**src/rtl/dmem_arbiter.sv**
```systemverilog
// Shares the data memory port between the CPU load/store path and the I/O master.
// CPU has priority, starvation aging lets I/O through, and lock mode gives I/O bursts.
module dmem_arbiter #(
  parameter int STARVE_MAX = 4
) (
  input  logic        Clock,
  input  logic        Reset,
  input  logic        cpu_req,
  input  logic        cpu_we,
  input  logic [31:0] cpu_addr,
  input  logic [31:0] cpu_wdata,
  output logic        cpu_gnt,
  output logic        cpu_stall,
  output logic        cpu_rvalid,
  output logic [31:0] cpu_rdata,
  input  logic        io_req,
  input  logic        io_we,
  input  logic        io_lock,
  input  logic [31:0] io_addr,
  input  logic [31:0] io_wdata,
  output logic        io_gnt,
  output logic        io_rvalid,
  output logic [31:0] io_rdata,
  output logic        lock_active,
  output logic [31:0] mem_addr,
  output logic [31:0] mem_wdata,
  output logic        mem_read,
  output logic        mem_write,
  input  logic [31:0] mem_rdata
);

  localparam logic [3:0] SMAX = 4'(STARVE_MAX);

  typedef enum logic {ARB, LOCK} state_t;

  state_t     state_q;
  state_t     state_d;
  logic [3:0] starve_cnt;
  logic       starved;

  assign starved = (starve_cnt == SMAX);

  always_comb begin
    io_gnt  = 1'b0;
    cpu_gnt = 1'b0;
    state_d = state_q;
    unique case (state_q)
      ARB: begin
        io_gnt  = io_req & (~cpu_req | starved);
        cpu_gnt = cpu_req & ~io_gnt;
        if (io_gnt & io_lock)
          state_d = LOCK;
      end
      LOCK: begin
        io_gnt = io_req;
        if (!io_lock)
          state_d = ARB;
      end
    endcase
  end

  always_comb begin
    mem_addr  = '0;
    mem_wdata = '0;
    mem_read  = 1'b0;
    mem_write = 1'b0;
    unique case (1'b1)
      cpu_gnt: begin
        mem_addr  = cpu_addr;
        mem_wdata = cpu_wdata;
        mem_read  = ~cpu_we;
        mem_write = cpu_we;
      end
      io_gnt: begin
        mem_addr  = io_addr;
        mem_wdata = io_wdata;
        mem_read  = ~io_we;
        mem_write = io_we;
      end
      default: ;
    endcase
  end

  always_ff @(posedge Clock) begin
    if (Reset) begin
      state_q    <= ARB;
      starve_cnt <= '0;
      cpu_rvalid <= 1'b0;
      io_rvalid  <= 1'b0;
    end else begin
      state_q    <= state_d;
      cpu_rvalid <= cpu_gnt & ~cpu_we;
      io_rvalid  <= io_gnt & ~io_we;
      // Aging only counts denied cycles in ARB; lock mode never ages.
      if (state_q == LOCK || io_gnt || !io_req)
        starve_cnt <= '0;
      else if (!starved)
        starve_cnt <= starve_cnt + 4'd1;
    end
  end

  assign cpu_stall   = cpu_req & ~cpu_gnt;
  assign lock_active = (state_q == LOCK);
  assign cpu_rdata   = cpu_rvalid ? mem_rdata : '0;
  assign io_rdata    = io_rvalid ? mem_rdata : '0;

endmodule

```
**config.mk**
```make
export PLATFORM = sky130hd
export DESIGN_NAME = dmem_arbiter
export DESIGN_NICKNAME = d
export VERILOG_FILES = /design/src/rtl/dmem_arbiter.sv
export SDC_FILE = /design/constraint.sdc
export NUM_CORES = 1
export LEC_CHECK = 0
export ABC_AREA = 1
export BUFFER_PORTS_ARGS = -buffer_cell sky130_fd_sc_hd__buf_2
export CAP_MARGIN = 10
export CORE_AREA = 4 4 116 118
export DETAILED_ROUTE_END_ITERATION = 8
export DIE_AREA = 0 0 120 122
export PLACE_DENSITY_LB_ADDON = 0.3
export SLEW_MARGIN = 20
export SYNTH_ARGS = -nofsm -noshare
export SYNTH_HDL_FRONTEND = slang
export SYNTH_SLANG_ARGS = --single-unit
```
**constraint.sdc**
```tcl
create_clock -name Clock -period 1.8 [get_ports Clock]
set_input_delay 0.09 -clock Clock [delete_from_list [all_inputs] [get_ports Clock]]
set_output_delay 0.09 -clock Clock [all_outputs]
set_load 0.01 [all_outputs]
```
# [Word-level counts from Yosys, hierarchy flattened]
# Cells that the tools add are included.
[op_classes] add_sub_neg=1 bitwise_logic=13 reduce_logical=4 mux=11 eq_ne=1
[ops] cell="$pmux W32 S2" n=2
[ops] cell="$mux W32" n=2
[ops] cell="$pmux W1 S2" n=4
[ops] cell="$and A1 B1 Y1" n=6
[ops] cell="$not A1 Y1" n=6
[ops] cell="$add A4 B1 Y4 const B" n=1
[ops] cell="$eq A4 B3 Y1 const B" n=1
[ops] cell="$mux W1" n=3
[ops] cell="$logic_or A1 B1 Y1" n=2
[ops] cell="$reduce_or A2 Y1" n=1
[ops] cell="$logic_not A1 Y1" n=1
[ops] cell="$or A1 B1 Y1" n=1
[totals] wordCells=34 out_inout_bits=136 register_bits=7 input_bits=167

# [Logic depth before layout (Yosys ltp)]
[depth] ltp_word=8 mapped_depth=10 ltp_nobuf=8

# [Worst setup path before layout]
# OpenSTA, ideal clock, no wires.
[synth_path] path_kind="reg2out" start="register starve_cnt[0]" end="output port mem_addr[10]" setup_slack_ps=429 stages_incl_launch_ff=10 t_required_ps=1710 path_buffers=2 arrival_time_ps=1281 cell_sequence="dfxtp_1 > inv_1 > ha_1 > nand3_2 > nand2_2 > nand2_2 > buf_6 > buf_6 > nand3_1 > nand2_1"
[synth_between] elab_chain_cells=7 word_cells_on_any_way=8 cone_classes="eq/ne: 1; mux: 3; bitwise: 4"
[synth_rtl] item="from (decl)" line="38" text="logic [3:0] starve_cnt;"
[synth_rtl] item="from (signal assigned)" line="98" text="starve_cnt <= starve_cnt + 4'd1;"
[synth_rtl] item="$eq A4 B3 Y1 *" line="41" text="assign starved = (starve_cnt == SMAX);"
[synth_rtl] item="$or A1 B1 Y1 *" line="49" text="io_gnt = io_req & (~cpu_req | starved);"
[synth_rtl] item="$and A1 B1 Y1 *" line="49"
[synth_rtl] item="$not A1 Y1" line="50" text="cpu_gnt = cpu_req & ~io_gnt;"
[synth_rtl] item="$and A1 B1 Y1" line="50"
[synth_rtl] item="$mux W1" line="47" text="unique case (state_q)"
[synth_rtl] item="$pmux W32 S2 *" line="67" text="unique case (1'b1)"
[synth_rtl] item="to (decl)" line="25" text="output logic [31:0] mem_addr,"
# Every way passes the cells marked *; elsewhere a longest branch is shown, timed or not.

# [Worst setup path after layout]
[layout_path] start="register starve_cnt[0]" end="output port mem_wdata[10]"
[layout_between] elab_chain_cells=7 word_cells_on_any_way=8 cone_classes="eq/ne: 1; mux: 3; bitwise: 4"
[layout_rtl] item="$eq A4 B3 Y1 *" line="41"
[layout_rtl] item="$or A1 B1 Y1 *" line="49"
[layout_rtl] item="$and A1 B1 Y1 *" line="49"
[layout_rtl] item="$not A1 Y1" line="50"
[layout_rtl] item="$and A1 B1 Y1" line="50"
[layout_rtl] item="$mux W1" line="47"
[layout_rtl] item="$pmux W32 S2 *" line="67"
[layout_rtl] item="to (decl)" line="26" text="output logic [31:0] mem_wdata,"
# Marked as above.

==> impl_metrics.env <==
export IMPL_detail_route_iter0_violations=80
export IMPL_cp_top_family="buffers and inverters"
export IMPL_grt_antenna_before_repair=0
export IMPL_final_setup_tns_ns=0
export IMPL_final_period_minus_worst_setup_slack_ns=1.72
export IMPL_starting_density=0.143
export IMPL_yosys_register_bits=7
export IMPL_placement_rows=41
export IMPL_clock_skew_ns=0.00265
export IMPL_hold_crit_class="in -> reg"
export IMPL_layout_cells_most_common="buf_2"
export IMPL_timing_critical_path_buf_inv=5
export IMPL_syn_area_per_cell_um2=4.53
export IMPL_filler_cell_count=1442
export IMPL_yosysWarningCount=0
export IMPL_fraction_of_final_layout_cells_sized_beyond_drive_strength_1=0.486
export IMPL_fp_dieH_um=122
export IMPL_report_power_total_mw=1.35
export IMPL_clock_tree_from_tritoncts="built"
export IMPL_ctsHtreeMaxLevel=1
export IMPL_final_critical_path_setup_slack_ns=0.0843
export IMPL_synth_sequential_area_ratio=0.0784
export IMPL_gr_ovfl_total=0
export IMPL_internal_power_of_the_cells_uw=836
export IMPL_total_switching_power_uw=511
export IMPL_floorplan_core_area_um2=12500
export IMPL_dpl_hpwl_um=7970
export IMPL_status="complete, no violations"
export IMPL_pwr_share_comb=0.597
export IMPL_number_of_global_route_vias_before_repair=3109
export IMPL_crit_required_ns=1.71
export IMPL_gate_count_post_synth=394
export IMPL_detail_route_drc_violations=0
export IMPL_vias=3347
export IMPL_worst_pin_slew_ns=0.708
export IMPL_fin_crit_sh=0.953
export IMPL_cts_sinks=7
export IMPL_multiInputGateArea_um2=1250
export IMPL_timing_max_transition_violations_final=0
export IMPL_numCtsBuffers=3
export IMPL_antennaDiodeCount=0
export IMPL_die_area_um2=14600
export IMPL_global_route_usage_over_all_layers=0.120
export IMPL_layout_common_cells="buf_2 (302), nand2_1 (199), inv_1 (68), nand3_1 (67), nor2_1 (7)"
export IMPL_hold_viol_final=0
export IMPL_worst_path_max_delay_cell="dfxtp_2"
export IMPL_dp_worst_setup_slack_ns=0.176
export IMPL_max_cap_violations=0
export IMPL_syn_to_final_growth_pct=113
export IMPL_gp_congestion=0.686
export IMPL_maximum_number_of_pins_on_one_net_before_global_route_repair=67
export IMPL_worst_setup_path_end_kind="primary output"
export IMPL_seqCellArea_um2=143
export IMPL_io_pins=303
export IMPL_cp_data_arrival_time_ns=1.63
export IMPL_routed_wl_um=10500
export IMPL_pwr_share_seq=0.122
export IMPL_post_detailed_route_wirelength_per_cell_um=12.1
export IMPL_maxSlewHeadroom=0.528
export IMPL_power_density_nw_per_um2=355
export IMPL_max_freq_mhz=583
export IMPL_clock_buffer_depth=2
export IMPL_clock_root_buffer="clkbuf_16"
export IMPL_worst_setup_hold_path_clk_slew_ns=0.04
export IMPL_max_vdd_ir_drop_mv=0.222
export IMPL_postLayoutCoreUtil=0.305
export IMPL_mappedNetlistArea_um2=1790
export IMPL_route_antenna_remaining_nets=0
export IMPL_clk_insertion_delay_late_ns=0.23
export IMPL_setup_violations_final=0
export IMPL_detail_route_first_pass_iterations=4
export IMPL_timing_critical_path_fanout_max=5
export IMPL_synth_distinct_cells=18
export IMPL_criticalPathCategory="reg -> out"
export IMPL_grt_first_pass_wirelength_um=14700
export IMPL_crit_chain="inv_2 > ha_4 > nand3_4 > nand2_4 > nand2_4 > inv_8 > buf_12 > clkbuf_16 > nand2_1 > nand2_1 > buf_2"
export IMPL_die_w_um=120
export IMPL_leakage_nw=2.92
export IMPL_p_sw_frac=0.379
export IMPL_avgViaCountPerCell=3.88
export IMPL_cp_start_kind="flop"
export IMPL_portion_of_total_power_attributed_to_the_clock_network=0.282
export IMPL_syn_num_nets=563
export IMPL_port_buffers=302
export IMPL_timing_critical_path_slowest_cell_delay_ns=0.33
export IMPL_fin_nets=861
[area by class of cell]
type,instances,share of cell area
Timing Repair Buffer,320,0.483
Multi-Input combinational cell,288,0.329
Inverter,72,0.0731
Tap cell,172,0.0566
Sequential cell,7,0.0375
Clock buffer,3,0.0198
Clock inverter,1,0.00132
[cell usage after synthesis (all sizes together)]
library cell / n / area [um2]
dfxtp: 7 / 140
or2: 1 / 6.26
ha: 2 / 25.0
inv: 72 / 270
nor2: 7 / 26.3
a21oi: 4 / 20.0
nand4: 2 / 12.5
xnor2: 1 / 8.76
o21ai: 1 / 5.00
nand3: 68 / 345
buf: 20 / 138
clkbuf: 7 / 26.3
nand2: 202 / 763
[power groups by stage]
| stage | Combinational (mW) | Clock, mW | Sequential, mW |
|---|---|---|---|
| after detailed placement | 0.735 | 0 | 0.166 |
| after floorplan | 0.336 | 0 | 0.166 |
| after CTS | 0.789 | 0.386 | 0.164 |
| after global placement | 0.736 | 0 | 0.166 |
| after global routing | 0.887 | 0.391 | 0.164 |
| final | 0.804 | 0.379 | 0.164 |
[registers in the layout (all words and copies together), names as in the netlist]
signal	flops
cpu_rvalid	1
starve_cnt	4
lock_active	1
io_rvalid	1
[per-stage QoR]
step | hold WS [ns] | cell area [um2] | instances
6_report | 0.0389 | 3800 | 863
5_1_grt | 0.0435 | 3800 | 863
4_1_cts | 0.0379 | 3690 | 859
3_5_place_dp | 0.282 | 3460 | 848
3_3_place_gp | 0.287 | 3460 | 848
2_1_floorplan | 0.162 | 1790 | 394
[final timing paths]
kind	end	depth (start not counted)	slack (ns)	start
worst min register to register	starve_cnt[0]$_SDFFE_PP0N_	1	0.44	starve_cnt[0]$_SDFFE_PP0N_
worst max register to register	io_rvalid$_SDFF_PP0_	9	0.50	starve_cnt[0]$_SDFFE_PP0N_
worst min-delay path	cpu_rvalid$_SDFF_PP0_	2	0.04	Reset
worst max-delay path	mem_wdata[10]	11	0.08	starve_cnt[0]$_SDFFE_PP0N_
[what timing repair did]
item                                   in CTS  in global routing
pin swaps                                   3                  3
hold buffers                                0                  0
gates cloned                                3                  3
resized for setup                           8                 10
endpoints found under the hold margin       0                  0
setup buffers                               4                  1
setup endpoints to repair                  65                 63
[cell families after synthesis]
| kind of cell | Yosys count | synth area share |
|---|---|---|
| XOR/XNOR | 1 | 0.00490 |
| buffers and inverters | 99 | 0.243 |
| flip-flops | 7 | 0.0784 |
| AND/OR/NAND/NOR | 280 | 0.646 |
| AO/OA/AOI/OAI | 5 | 0.0140 |
| adder cells (fa/ha/maj) | 2 | 0.0140 |
[per-layer routing]
layer  global-route usage  wire length (um)  vias to the layer above
met5                    0                 0                        -
li1                     -                 -                     1760
met3               0.0241              1030                        8
met1                0.140              4220                     1389
met2                0.233              5160                      190
met4               0.0129                54                        0
Power figures use the tool's default switching activity.
